$ cat src/rtl/vm_seq_mult.sv
// Registered signed WIDTH x WIDTH multiplier: radix-4 Booth partial products,
// carry-save reduction tree and final carry-propagate adder, one-cycle latency.
module vm_seq_mult #(
    parameter int WIDTH = 32
) (
    input  logic                 clk,
    input  logic                 reset,
    input  logic [WIDTH-1:0]     A,
    input  logic [WIDTH-1:0]     B,
    output logic [2*WIDTH-1:0]   result
);

    localparam int P    = 2 * WIDTH;
    localparam int NPP  = WIDTH / 2;
    // One extra operand carries the +1 of every negated partial product.
    localparam int NOPS = NPP + 1;

    typedef struct packed {
        logic one;
        logic two;
        logic neg;
    } booth_t;

    function automatic int csa_levels(input int n_ops);
        int n;
        int lvl;
        n   = n_ops;
        lvl = 0;
        while (n > 2) begin
            n   = (n / 3) * 2 + (n % 3);
            lvl = lvl + 1;
        end
        return lvl;
    endfunction

    localparam int LEVELS = csa_levels(NOPS);

    function automatic booth_t booth_encode(input logic [2:0] trip);
        booth_t d;
        d = '0;
        case (trip)
            3'b001, 3'b010: d.one = 1'b1;
            3'b011:         d.two = 1'b1;
            3'b100: begin
                d.two = 1'b1;
                d.neg = 1'b1;
            end
            3'b101, 3'b110: begin
                d.one = 1'b1;
                d.neg = 1'b1;
            end
            default:        d = '0;
        endcase
        return d;
    endfunction

    logic [WIDTH:0] w_b_ext;
    logic [P-1:0]   w_a_ext;
    booth_t         w_digit [NPP];
    logic [P-1:0]   w_ops   [NOPS];
    logic [P-1:0]   w_sum_s;
    logic [P-1:0]   w_sum_c;
    logic [P-1:0]   w_product;

    // Implicit zero below B[0]; the top digit sees B[WIDTH-1] as its sign bit.
    assign w_b_ext = {B, 1'b0};
    assign w_a_ext = {{WIDTH{A[WIDTH-1]}}, A};

    // NOTE: every combinational output gets a default before any conditional
    // assignment, so no path leaves a value unassigned and no latch is inferred.
    always_comb begin : booth_pp
        logic [P-1:0] mag;
        logic [P-1:0] corr;
        corr = '0;
        mag  = '0;
        for (int i = 0; i < NPP; i++) begin
            w_digit[i] = booth_encode(w_b_ext[2*i+2 -: 3]);
            if (w_digit[i].one)
                mag = w_a_ext;
            else if (w_digit[i].two)
                mag = w_a_ext << 1;
            else
                mag = '0;
            // Negation as one's complement here plus a +1 in the correction row.
            w_ops[i]  = (mag ^ {P{w_digit[i].neg}}) << (2 * i);
            corr[2*i] = w_digit[i].neg;
        end
        w_ops[NPP] = corr;
    end

    // Wallace-style reduction: each level folds groups of three rows into a
    // sum row and a shifted carry row until only two rows remain.
    always_comb begin : csa_tree
        logic [P-1:0] cur [NOPS];
        logic [P-1:0] nxt [NOPS];
        int n;
        int m;
        cur = w_ops;
        n   = NOPS;
        for (int lvl = 0; lvl < LEVELS; lvl++) begin
            for (int k = 0; k < NOPS; k++)
                nxt[k] = '0;
            m = 0;
            for (int g = 0; g < NOPS / 3; g++) begin
                if (3 * g + 2 < n) begin
                    nxt[m]   = cur[3*g] ^ cur[3*g+1] ^ cur[3*g+2];
                    nxt[m+1] = ((cur[3*g] & cur[3*g+1]) |
                                (cur[3*g] & cur[3*g+2]) |
                                (cur[3*g+1] & cur[3*g+2])) << 1;
                    m = m + 2;
                end
            end
            for (int k = 0; k < NOPS; k++) begin
                if (k >= 3 * (n / 3) && k < n) begin
                    nxt[m] = cur[k];
                    m = m + 1;
                end
            end
            cur = nxt;
            n   = m;
        end
        w_sum_s = cur[0];
        w_sum_c = cur[1];
    end

    assign w_product = w_sum_s + w_sum_c;

    // NOTE: sequential state uses non-blocking assignment so every register
    // samples pre-edge values regardless of block ordering.
    always_ff @(posedge clk or negedge reset) begin
        if (!reset)
            result <= '0;
        else
            result <= w_product;
    end

endmodule

$ cat config.mk
export PLATFORM = sky130hd
export DESIGN_NAME = vm_seq_mult
export DESIGN_NICKNAME = d
export VERILOG_FILES = /design/src/rtl/vm_seq_mult.sv
export SDC_FILE = /design/constraint.sdc
export NUM_CORES = 2
export LEC_CHECK = 0
export CORE_MARGIN = 3
export CORE_UTILIZATION = 30
export CTS_CLUSTER_DIAMETER = 120
export DETAILED_ROUTE_END_ITERATION = 10
export DONT_BUFFER_PORTS = 1
export MAX_ROUTING_LAYER = met4
export PLACE_DENSITY = 0.47
export RECOVER_POWER = 100
export SYNTH_ARGS = -nofsm -noshare
export SYNTH_HDL_FRONTEND = slang
export SYNTH_SLANG_ARGS = --single-unit
$ cat constraint.sdc
create_clock -name clk -period 0.8 [get_ports clk]
set_input_delay 0.04 -clock clk [delete_from_list [all_inputs] [get_ports clk]]
set_output_delay 0.04 -clock clk [all_outputs]
set_load 0.1 [all_outputs]
== Word level (Yosys, flattened, before mapping) ==
Index checks and enable logic that the tools add are counted.
Word-level totals
  flip-flop bits (word level): 64
  latch bits: 0
  RAM bits: 0
  memory bits (read-only): 0
  bits of input ports: 66
  output and inout port bits: 64
  word-level logic and storage cells: 343
  memories: 0
Cells by class
  add/subtract/negate cells: 1
  $mul: 0
  div/mod/pow operators: 0
  magnitude comparators: 0
  equal/unequal tests: 93
  shifts and indexed selects: 0
  muxes and demuxes: 80
  bitwise gates (word level): 121
  reduce and logical (&&, ||, !) cells: 47
Operator list (count)
  AND 63 bit: 43
  bitwise XOR 64 bit: 30
  bitwise OR 63 bit: 30
  == test 3 bit (second input constant): 45
  two-way mux 64 bit: 2
  AND 63 x 31 -> 63 bit: 2
  two-way mux 62 bit: 2
  two-way mux 60 bit: 2
  two-way mux 58 bit: 2
  two-way mux 56 bit: 2
  two-way mux 54 bit: 2
  two-way mux 52 bit: 2
  two-way mux 50 bit: 2
  two-way mux 48 bit: 2
  two-way mux 46 bit: 2
  == test 3 x 2 -> 1 bit (second input constant): 30
  two-way mux 44 bit: 2
  two-way mux 42 bit: 2
  two-way mux 40 bit: 2
  two-way mux 38 bit: 2
  two-way mux 36 bit: 2
  two-way mux 34 bit: 2
  adder 64 bit: 1
  bitwise XOR 64 x 31 -> 64 bit: 1
  22 further kinds: 128

== Depth between registers and ports, before layout ==
  depth after elaboration: 25
  mapped depth: 31
  gate-level depth less buffers: 27

== Worst setup path after synthesis ==
No wires, ideal clock.
  kind: input port to flip-flop
  from: in B[13]
  to: reg result[63]
  library setup time: 0.080 ns
  data arrival time: 7.500 ns
  required time: 0.720 ns
  path slack: -6.780 ns
  cell stages on the path: 26
  path buffers: 5
  cells stage by stage: clkbuf_1 buf_1 inv_1 ha_1 o31ai_1 clkbuf_1 clkbuf_1 xor2_1 fa_1 fa_1 fa_1 inv_1 fa_1 fa_1 inv_1 fa_1 inv_1 ha_1 clkbuf_1 a21o_1 a21o_1 a21oi_1 o21ai_0 a21o_1 a221oi_2 xnor2_1
On the way
  word-level cells in the longest chain between the ends: 24
  elaborated cells between the ends (all ways): 89
  those cells by class: add/sub: 1; eq/ne: 12; mux: 10; bitwise: 60; reduce/logical: 6
RTL lines
  from (decl): line 9  | input logic [WIDTH-1:0] B,
  == test 3 bit or == test 3 x 2 -> 1 bit (tied branches): line 41  | case (trip)
  OR reduction 2 bit (no source line)
  two-way mux 1 bit: line 41
  two-way mux 52 bit or two-way mux 50 bit (tied branches): line 80  | else if (w_digit[i].two)
  two-way mux 52 bit or two-way mux 50 bit (tied branches): line 78  | if (w_digit[i].one)
  bitwise XOR 52 bit or bitwise XOR 50 bit (tied branches): line 85  | w_ops[i] = (mag ^ {P{w_digit[i].neg}}) << (2 * i);
  AND 63 bit, on equally long branches: line 107, 108
  bitwise OR 63 bit: line 107  | nxt[m+1] = ((cur[3*g] & cur[3*g+1]) |
  (+9 left out)
  AND 63 bit, on equally long branches: line 107, 108
  bitwise OR 63 bit: line 107
  bitwise OR 63 bit: line 108  | (cur[3*g] & cur[3*g+2]) |
  AND 63 bit: line 107
  bitwise OR 63 bit: line 107
  bitwise OR 63 bit: line 108
  adder 64 bit *: line 126  | assign w_product = w_sum_s + w_sum_c;
  via w_product[63]: line 63  | logic [P-1:0] w_product;
  to (signal assigned): line 134  | result <= w_product;
  to (decl): line 10  | output logic [2*WIDTH-1:0] result
The timed path passes the listed nets; every way through them passes the cells marked *.

== Final worst setup path ==
  from: in B[1]
  to: reg result[60]
On the way
  word-level cells in the longest chain between the ends: 25
  elaborated cells between the ends (all ways): 81
  those cells by class: add/sub: 1; eq/ne: 9; mux: 10; bitwise: 56; reduce/logical: 5
RTL lines (line)
  == test 3 bit or == test 3 x 2 -> 1 bit (tied branches): 41
  OR reduction 2 bit (no source line)
  two-way mux 1 bit: 41
  two-way mux 62 bit: 80
  two-way mux 62 bit: 78
  bitwise XOR 62 bit: 85
  AND 63 bit: 107
  bitwise OR 63 bit: 107
  (+10 left out)
  AND 63 bit: 107
  bitwise OR 63 bit: 107
  bitwise OR 63 bit: 108
  AND 63 bit: 107
  bitwise OR 63 bit: 107
  bitwise OR 63 bit: 108
  adder 64 bit *: 126
  via w_product[60]: 63
Marked as above.

==> run_results.csv <==
group,metric,value,unit
yosys,synth_xor_xnor_area_share,0.161,
timing,slew_headroom,0.366,
route,drt.antenna.violating_nets,0,
global_routing,global_route.usage.total,0.228,
yosys,combinational_family_with_the_most_area_after_synthesis,"adder cells",
global_routing,antenna_violations_before_repair,1,
floorplanning,number_of_placement_rows,118,
yosys,post-synth-top-area-cell,"fa_1",
yosys,syn_area,31600,sq um
worst_hold_path,min_path_type,"in2async",
yosys,fraction_of_post_synthesis_cell_area_in_the_top_cell_type_by_area,0.334,
global_routing,first_global_vias,28500,
setup_path,setup.worst_path.end,"result[60]",
yosys,ys_ff_latch,64,
floorplanning,io_pins,130,
setup_path,worstPathBufferInverterCount,5,
yosys,postSynthAreaPerCell,8.30,sq um
setup_path,worstSetupPathDepth,21,
place,io_buffer_count,0,
route,drt_pre_antenna_iters,5,
setup_path,worst_ep_required_time,1.09,ns
yosys,ys.warnings.count,0,
floorplanning,die_area,109000,sq um
timing,grt_setup_unrepaired,"true",
cells_and_area,largest-register,"result",
setup_path,path_max_fanout,39,
cells_and_area,reg.largest.list,"result: 64 flops",
setup_path,worstSetupEndpointType,"flip-flop",
place,dp_hpwl,93.5,mm
setup_path,timing.critical_path.arrival,6.22,ns
yosys,async_flop_share,1.00,
timing,max_freq,169,MHz
place,gp_routability_congestion,0.895,
yosys,synth_compound_area_frac,0.187,
clocking,cts_buffers,9,
route,dr_total_vias,27900,
clocking,clk_pin_slew_worst_paths,0.06,ns
cells_and_area,nets,4923,
run_status,failed_checks,"negative hold slack, negative setup slack",
setup_path,timing.critical_path.cells,"or3b_4, buf_4, o21ai_0, fa_1, inv_1, fa_1, fa_2, fa_1, fa_2, inv_1, ha_4, ha_4, buf_4, nand4_1, or4_4, o211ai_1, buf_4, a21boi_4, o31a_1, o221ai_2, xor2_1",
clocking,hold_buffers,1,
setup_path,path_class,"in2reg",
route,post_detailed_route_drc_marker_count,0,
job,max_cap_viols,0,
route,initialDrtViolationCount,2179,
setup_path,cpLargestDelayFamily,"adder cells",
setup_path,crit_path_launch_type,"input port",
clocking,cts_root_buffer,"clkbuf_16",
floorplanning,die_h,331,um
cells_and_area,syn_to_final_growth,35.4,%
clocking,clock_net_sink_count,64,
cells_and_area,share_of_layout_cells_above_drive_strength_1,0.314,
global_routing,global_route.usage.met1,0.334,
setup_path,critical_path_source,"B[1]",
timing,fin_tns_setup,-281.11,ns
clocking,max-clock-path-buffers,2,
timing,layout_worst_path_cycle_share,7.41,
global_routing,overflow,0,
timing,final_period_minus_worst_setup_slack,5.92,ns
global_routing,grt_start_max_net_pins,65,
cells_and_area,largest_register_ffs,64,
yosys,syn-instance-count,3811,
floorplanning,initial_core_util,0.304,
route,wl_per_cell,21.7,um
yosys,adder_cell_area_share_of_the_yosys_netlist,0.405,
clocking,clock_tree.htree_level_count,3,
global_routing,grtUsageMet2,0.339,
global_routing,grt_pass1_wl,184,mm
setup_path,crit_slowest_cell,"fa_2",
clocking,clock_tree_from_tritoncts,"built",
setup_path,crit_path_max_incr_delay,0.59,ns
yosys,seq_area_frac_synth,0.0506,
yosys,top_cells_by_area_synth,"fa_1, xnor2_1, ha_1, xor2_1, inv_1",
floorplanning,core_area,104000,sq um
global_routing,grt-busiest-layer,"met2",
timing,finalHoldViolations,65,
route,number_of_vias_per_cell,5.05,
run_status,run_status,"finished with violations",
yosys,netlist_cell_types,64,
timing,fin_hold_ws,-0.624,ns
timing,setup_violations,126,
yosys,dominantRegCellSynth,"dfrtp_1",
yosys,proportion_of_synthesized_area_in_mux_cells,0.00158,
yosys,postSynthNetCount,4585,
timing,worst_slack,-5.12,ns
timing,timing_max_transition_violations_final,0,
yosys,simple_logic_cell_fraction_of_the_synthesized_area,0.0840,
place,preCtsSetupSlack,-5.96,ns
route,route.final.wire_length,120,mm
timing,worst_pin_slew,0.943,ns
global_routing,grt_util_met3,0.0283,
yosys,synth_edf_count,0,
floorplanning,dieWidth,331,um
worst min-delay path by stage:
| stage | startpoint | to | slack [ns] |
|---|---|---|---|
| 6_report | reset | result[23] | -0.62 |
| 5_1_grt | reset | result[36] | -0.65 |
| 4_1_cts | reset | result[36] | -0.66 |
| 3_5_place_dp | reset | result[23] | -0.23 |
| 3_3_place_gp | reset | result[23] | -0.24 |
| 2_1_floorplan | reset | result[0] | -0.26 |
cells in the mapped netlist, drive strengths merged, types with 19 or more instances:
master  number
a211oi     177
a21o        32
a21oi       90
a221oi      19
a22oi      259
buf         64
clkbuf     325
dfrtp       64
fa         527
ha         181
inv        542
nand2      136
nand4       19
nor2       426
o21ai      208
xnor2      325
xor2       255
area by class of cell:
| cell class | instances | area, sq um |
|---|---|---|
| multi-input cells | 2815 | 29800 |
| inverters | 543 | 2090 |
| flip-flops and latches | 64 | 1680 |
| clock inverters | 6 | 83.8 |
| diodes | 2 | 5.00 |
| repair buffers | 716 | 7150 |
| clock buffers | 10 | 229 |
| well taps | 1380 | 1730 |
| fillers | 10300 | 61300 |
cells in the final DEF (no fill, tap or decap), types with 22 or more instances in the layout:
cell type / n
a21oi_2: 34
nor2_1: 393
nand2_1: 121
o21ai_0: 143
ha_1: 106
a21o_1: 32
a22oi_1: 214
buf_6: 65
o21ai_1: 37
dfrtp_2: 64
inv_1: 508
a21oi_1: 43
xnor2_1: 279
a211oi_1: 171
ha_4: 69
fa_2: 65
buf_12: 110
nor2_2: 22
inv_2: 28
buf_4: 528
fa_1: 462
xor2_1: 232
a22oi_2: 45
xnor2_2: 38
per-layer routing:
layer / part of all wire / vias up
met1: 0.48 / 14000
met2: 0.43 / 886
met3: 0.065 / 107
met5: 0 / -
li1: - / 12900
met4: 0.021 / 0
what timing repair did:
| item | CTS | global route |
|---|---|---|
| hold endpoints to repair | 66 | 65 |
| buffers inserted | 65 | 33 |
| setup endpoints to repair | 126 | 126 |
| gates resized for setup | 372 | 232 |
| cloned | 3 | 1 |
| pin swaps | 232 | 176 |
through the flow:
stage / instances / instance area [sq um] / util
3_3_place_gp: 5429 / 38800 / 0.373
2_1_floorplan: 3811 / 33200 / -
6_report: 5536 / 42800 / 0.411
4_1_cts: 5506 / 41600 / 0.400
3_5_place_dp: 5429 / 38800 / 0.373
5_1_grt: 5535 / 42800 / 0.411
kinds of logic (layout without fill, tap and decap cells):
group                    after synthesis  count (layout)
buffers and inverters                932            1275
AO/OA/AOI/OAI                        873             873
adder cells (fa/ha/maj)              708             708
AND/OR/NAND/NOR                      649             649
XOR/XNOR                             580             580
flip-flops                            64              64
multiplexers                           5               5
other                                  0               2
Power is not shown: default switching activity piles up to over one toggle a cycle in this logic, so the estimate is an artifact.
